--- src/rtl/key_pulse_conditioner.sv ---
// Turns a raw mechanical key into debounced level, single-cycle press pulses
// and held-key auto-repeat pulses for a downstream counter enable.
//
//  state  | meaning
//  IDLE   | key released, waiting for the debounced press
//  HELD   | key pressed, timing the hold period before the first repeat
//  REPEAT | hold period elapsed, emitting one pulse every repeat period

module key_pulse_conditioner #(
    parameter int debounce_cycles = 20000,
    parameter int hold_cycles     = 10000000,
    parameter int repeat_cycles   = 2500000,
    parameter bit active_low_key  = 1'b1
) (
    input  logic clock,
    input  logic reset_n,
    input  logic key_raw,
    input  logic repeat_en,
    output logic level,
    output logic pulse,
    output logic long_press
);

    localparam int DW = $clog2(debounce_cycles + 1);
    localparam int HW = $clog2(hold_cycles + 1);
    localparam int RW = $clog2(repeat_cycles + 1);

    localparam logic [DW-1:0] DEB_LAST  = DW'(debounce_cycles - 1);
    localparam logic [HW-1:0] HOLD_LAST = HW'(hold_cycles - 1);
    localparam logic [RW-1:0] REP_LAST  = RW'(repeat_cycles - 1);
    localparam logic          RELEASED  = active_low_key;

    typedef enum logic [1:0] {
        IDLE   = 2'd0,
        HELD   = 2'd1,
        REPEAT = 2'd2
    } state_t;

    state_t          state;
    logic            sync_a;
    logic            sync_b;
    logic            key_sync;
    logic [DW-1:0]   deb_cnt;
    logic [HW-1:0]   hold_cnt;
    logic [RW-1:0]   rep_cnt;
    logic            deb_flip;
    logic            rise;
    logic            fall;

    assign key_sync = active_low_key ? ~sync_b : sync_b;

    // The level toggles on the edge the counter would reach debounce_cycles,
    // so the FSM sees the edge on the same clock and pulse aligns with level.
    assign deb_flip = (key_sync != level) && (deb_cnt == DEB_LAST);
    assign rise     = deb_flip && !level;
    assign fall     = deb_flip && level;

    always_ff @(posedge clock) begin
        if (!reset_n) begin
            sync_a     <= RELEASED;
            sync_b     <= RELEASED;
            deb_cnt    <= '0;
            level      <= 1'b0;
            pulse      <= 1'b0;
            long_press <= 1'b0;
            hold_cnt   <= '0;
            rep_cnt    <= '0;
            state      <= IDLE;
        end else begin
            sync_a <= key_raw;
            sync_b <= sync_a;

            if (key_sync == level || deb_flip) begin
                deb_cnt <= '0;
            end else begin
                deb_cnt <= deb_cnt + 1'b1;
            end

            if (deb_flip) begin
                level <= ~level;
            end

            pulse <= 1'b0;

            // Release wins over any hold or repeat pulse due on the same edge.
            if (fall) begin
                state      <= IDLE;
                long_press <= 1'b0;
                hold_cnt   <= '0;
                rep_cnt    <= '0;
            end else begin
                case (state)
                    IDLE: begin
                        if (rise) begin
                            pulse    <= 1'b1;
                            hold_cnt <= '0;
                            state    <= HELD;
                        end
                    end
                    HELD: begin
                        if (hold_cnt == HOLD_LAST) begin
                            long_press <= 1'b1;
                            pulse      <= repeat_en;
                            rep_cnt    <= '0;
                            state      <= REPEAT;
                        end else begin
                            hold_cnt <= hold_cnt + 1'b1;
                        end
                    end
                    REPEAT: begin
                        if (rep_cnt == REP_LAST) begin
                            pulse   <= repeat_en;
                            rep_cnt <= '0;
                        end else begin
                            rep_cnt <= rep_cnt + 1'b1;
                        end
                    end
                    default: state <= IDLE;
                endcase
            end
        end
    end

endmodule

--- config.mk ---
export PLATFORM = sky130hd
export DESIGN_NAME = key_pulse_conditioner
export DESIGN_NICKNAME = d
export VERILOG_FILES = /design/src/rtl/key_pulse_conditioner.sv
export SDC_FILE = /design/constraint.sdc
export NUM_CORES = 1
export LEC_CHECK = 0
export BUFFER_PORTS_ARGS = -buffer_cell sky130_fd_sc_hd__buf_2
export CORE_ASPECT_RATIO = 0.7
export CORE_MARGIN = 2
export CORE_UTILIZATION = 55
export CTS_CLUSTER_DIAMETER = 30
export DETAILED_ROUTE_END_ITERATION = 10
export MAX_ROUTING_LAYER = met4
export PLACE_DENSITY_LB_ADDON = 0.25
export SYNTH_ARGS = -nofsm -noshare
export SYNTH_HDL_FRONTEND = slang
export SYNTH_SLANG_ARGS = --single-unit
--- constraint.sdc ---
create_clock -name clock -period 7.7 [get_ports clock]
set_input_delay 1.54 -clock clock [delete_from_list [all_inputs] [get_ports clock]]
set_output_delay 1.54 -clock clock [all_outputs]
set_load 0.05 [all_outputs]
# After elaboration in Yosys (flattened, before gate mapping)

Cells that the tools add are included.

Register bits after elaboration: 68
Input bits: 4
Output and inout port bits: 3
Logic and storage cells: 53

Add/subtract/negate cells: 3
Eq/ne operators: 10
Muxes and demuxes: 13
Bitwise operators: 4
Reductions and logical operators: 14

Operator list:

| kind                  | count |
|---|---|
| $mux 24               | 2 |
| $pmux 24 s2           | 1 |
| $mux 22               | 2 |
| $pmux 22 s2           | 1 |
| $add 24x1->24 const B | 1 |
| $eq 24x24->1 const B  | 1 |
| $add 22x1->22 const B | 1 |
| $eq 22x22->1 const B  | 1 |
| $add 15x1->15 const B | 1 |
| $eq 15x15->1 const B  | 1 |
| $ne 2x2->1 const B    | 3 |
| $pmux 2 s3            | 1 |
| $reduce_and 3->1      | 2 |
| $mux 2                | 2 |
| $not 1->1             | 4 |
| $reduce_and 2->1      | 2 |
| $reduce_bool 2->1     | 2 |
| $reduce_or 2->1       | 2 |
| $logic_and 1x1->1     | 3 |
| $mux 1                | 3 |
| $pmux 1 s3            | 1 |
| $eq 2x1->1 const B    | 1 |
| $eq 2x2->1 const B    | 1 |
| $logic_not 2->1       | 1 |
| 4 further kinds       | 4 |

# Longest topological paths before layout

Depth in word-level cells: 6
Depth in mapped cells: 9
Mapped depth without buffers: 6

# Worst setup path before layout

OpenSTA, ideal clock, no wires.

Path kind: register -> register
Start point: register hold_cnt[15]
End point: register rep_cnt[9]
Setup time: 0.130 ns
Data arrival time: 2.617 ns
Required time: 7.570 ns
Path slack: 4.954 ns
Cell stages (with the launch flop): 9
Buffers on the path: 3
Period minus slack after synthesis: 2.746 ns
Cells stage by stage: dfxtp_1 buf_4 or4b_1 or4_4 o41a_4 buf_6 buf_2 o41ai_1 a21oi_1

Cells in the longest elaborated chain, start to end: 3

RTL lines:

| item                       | RTL line | text |
|---|---|---|
| start: declaration         | 44       | `logic [HW-1:0] hold_cnt;` |
| start signal: assignment   | 107      | `hold_cnt <= hold_cnt + 1'b1;` |
| $eq 24x24->1               | 101      | `if (hold_cnt == HOLD_LAST) begin` |
| $ne 2x2->1 (no line)       | -        |  |
| $reduce_and 2->1 (no line) | -        |  |
| end signal: assignment     | 115      | `rep_cnt <= rep_cnt + 1'b1;` |
| end: declaration           | 45       | `logic [RW-1:0] rep_cnt;` |

No other way between the ends.
A chain may end at the register's enable or synchronous reset.

# Worst setup path after layout

Start point: register hold_cnt[15]
End point: register rep_cnt[0]

Same word-level chain as after synthesis.

==> metrics <==
outcome=complete, no violations; Setup-failing EPs final=0; first-pass GRT wire length=14900 microns; share of synthesized cell area in full adder, half adder and majority cells=2.37%; fraction of layout cells with a size suffix above 1=7.24%; num rows=24; mux cell area share after synthesis=less than 1%; Crit. End Element=register; Layout Skew=0.0114 ns; initial drt markers=324; clock latency on the worst-skew pair=roughly 0.35 ns; sum of negative setup slack=0 ns; WP buf/inv=0; die height=a little over 70 microns; Hold-fix buffers, CTS=0; total gr overflow=0; asr flop ratio synth=0%; clock sink count=just under 70; clk root buf=clkbuf_8; Synth Net Count=470; clk buf depth=2; IO Pins=7; Setup crit start kind=register; Period Utilization, post-route=40.8%; CTS tree=done; dpl hpwl=5740 microns; Mapped Area=~3700 sq um; die area=7410 sq um; htree depth=3; ANT cells=0; router iterations before antenna repair=5; Num CTS Buffers=9; Layout Utilization=between 60% and 70%; Worst Max-Slew Pin Slew=1.02 ns; postcts setup bufs=0; Fin. Hold Viols=0; CP arrival=3.35 ns; vias per cell=~6.4; number of unique standard cell types used by synthesis=53; Final Max Tran Viols=0; Max IR drop VDD=0.000105 V; sequential fraction of the synthesis area=36.8%; GRT Util Overall=between 20% and 30%; clk slew on worst S/H paths=0.08 ns; RSZ-0062 raised after global routing=no; critical path's slowest cell=a21o_1; Post-synth EDFFs=0; CP Max Fanout=22; worst min path class=reg2reg; power per cell area=183 nW/um^2; Avg WL per Cell=roughly 16 microns; Post-CTS Resized=0; Pleak=1.16 nW; DRT antenna net count=0; RD Place Congestion=0.908; maxcap violations=0; flops & latches, synth=68; largest net degree at the start of global routing=between 40 and 50; dominant register cell in the synthesized netlist=dfxtp_1; initial antenna violation count=0; nets@finish=between 400 and 500; Core Box Area=6370 sq um; Starting Density=58.1%; vias in the first global route=3129; Critical Path, Cell by Cell=or4b_1, or4_4, o41ai_2, a21o_1, nor2_1; Hold WS=0.429 ns; fmax=318 MHz; Avg Inst Size Synth=a little over 8 sq um; combinational family with the most area after synthesis=simple AND/OR/NAND/NOR gates; Area growth syn-to-layout=8.05%; die outline width=slightly above 100 microns; Filler Cells Inserted=between 500 and 600; Crit path max-delay family=compound AO/OA/AOI/OAI gates; WP data required=7.90 ns; number of remaining DRC errors=0; YS warnings=0; simple-gate area share of the yosys netlist=34.3%; routed wire length=8640 microns; slew margin rel.=31.1%; Via Count=3515; min cycle time layout=3.14 ns; post-synthesis compound-gate area fraction=18.9%; Mapped Cells=459; kind of critical path=reg2reg; max incr delay on CP=~0.70 ns; Synth Area in XOR/XNOR=3.31%; # port buffers=6
-- cell usage after synthesis (2+ instances only) --
library cell | number | share of area [%]
and2_1 | 5 | 0.85
nor4_1 | 6 | 1.0
ha_1 | 7 | 2.4
nor4b_1 | 12 | 2.8
and3_1 | 8 | 1.4
a31oi_1 | 12 | 2.0
clkbuf_1 | 21 | 2.1
o211ai_1 | 6 | 1.2
nand2_1 | 55 | 5.6
a2bb2oi_1 | 4 | 0.95
nand2b_1 | 4 | 0.68
or2_2 | 2 | 0.34
nand3b_1 | 2 | 0.41
mux2i_1 | 2 | 0.54
nor3b_1 | 2 | 0.41
nor2_1 | 30 | 3.0
o31ai_1 | 11 | 2.2
dfxtp_1 | 68 | 37
nor2b_1 | 7 | 1.2
nand3_1 | 28 | 3.8
o21ai_1 | 7 | 0.95
or3_1 | 9 | 1.5
o21ai_0 | 11 | 1.5
or4b_1 | 2 | 0.54
o211a_1 | 2 | 0.54
a211oi_1 | 5 | 1.0
and4_1 | 4 | 0.95
xnor2_1 | 7 | 1.7
nand4_1 | 21 | 3.6
inv_1 | 8 | 0.81
xor2_1 | 7 | 1.7
o41ai_1 | 2 | 0.47
buf_2 | 3 | 0.41
nand4b_1 | 5 | 1.2
nor3_1 | 9 | 1.2
a21oi_1 | 32 | 4.3
a41oi_1 | 2 | 0.47
or4_1 | 16 | 3.2
-- flip-flops by register name, summed over array words and instances, names as in the netlist --
signal / flops
rep_cnt: 22
hold_cnt: 24
sync_b: 1
deb_cnt: 15
level: 1
state: 2
pulse: 1
sync_a: 1
long_press: 1
-- routing by layer --
layer / track usage [%] / vias up / wire length, microns
met5: - / - / 0
met2: 35.7 / 150 / 3570
met3: 6.23 / 13 / 664
met4: 6.96 / 0 / 72
li1: - / 1720 / -
met1: 37.5 / 1632 / 4330
-- metrics by stage --
| stage | std cells | cell area, sq um | setup WS [ns] | power [mW] |
|---|---|---|---|---|
| 3_5_place_dp | 532 | 3750 | 4.57 | 0.371 |
| 6_report | 547 | 4000 | 4.56 | 0.730 |
| 3_3_place_gp | 532 | 3750 | 4.60 | 0.371 |
| 2_1_floorplan | 459 | 3700 | 4.95 | 0.368 |
| 4_1_cts | 547 | 4000 | 4.57 | 0.735 |
| 5_1_grt | 547 | 4000 | 4.36 | 0.748 |
-- worst register-to-register path: stages (launching register included) --
cell     delay [ns]
dfxtp_1        0.49
or4b_1         0.46
or4_4          0.56
o41ai_2        0.69
a21o_1         0.70
nor2_1         0.11
-- worst paths after layout --
| check | from | cells past startpoint | end | slack, ns |
|---|---|---|---|---|
| hold / removal | sync_a | 1 | sync_b | 0.43 |
| hold reg to reg | sync_a | 1 | sync_b | 0.43 |
| setup reg to reg | hold_cnt[15] | 5 | rep_cnt[0] | 4.56 |
| setup / recovery | hold_cnt[15] | 5 | rep_cnt[0] | 4.56 |
-- final cells by class --
type	count	area (sq um)	area share, %
Clock inverter	5	108	2.69
Timing Repair Buffer	8	45.0	1.13
Multi-Input combinational cell	357	2200	55.1
Sequential cell	68	1360	34.1
Tap cell	91	114	2.85
Inverter	8	30.0	0.751
Clock buffer	10	138	3.44
-- power breakdown --
group	internal [mW]	switching, mW	leakage [nW]
logic	0.00255	0.00684	0.489
registers	0.352	0.000986	0.548
clock network	0.225	0.142	0.123
total	0.580	0.150	1.16
-- placed cells by master, fill, tap and decap left out, types with 9 or more instances in the layout --
cell type	count
dfxtp_1	68
nand2_1	55
a21oi_1	32
nor2_1	30
nand3_1	28
nand4_1	21
or4_1	16
nor4b_1	12
o21ai_0	11
a31oi_1	11
o31ai_1	11
clkbuf_8	10
nor3_1	9
or3_1	9
-- kinds of logic after synthesis --
family                   count (synthesis)
XOR/XNOR                                14
adder cells (fa/ha/maj)                  7
AND/OR/NAND/NOR                        229
AO/OA/AOI/OAI                          105
flip-flops                              68
multiplexers                             2
buffers and inverters                   34
Note: power is estimated with default switching activity, not from simulation.
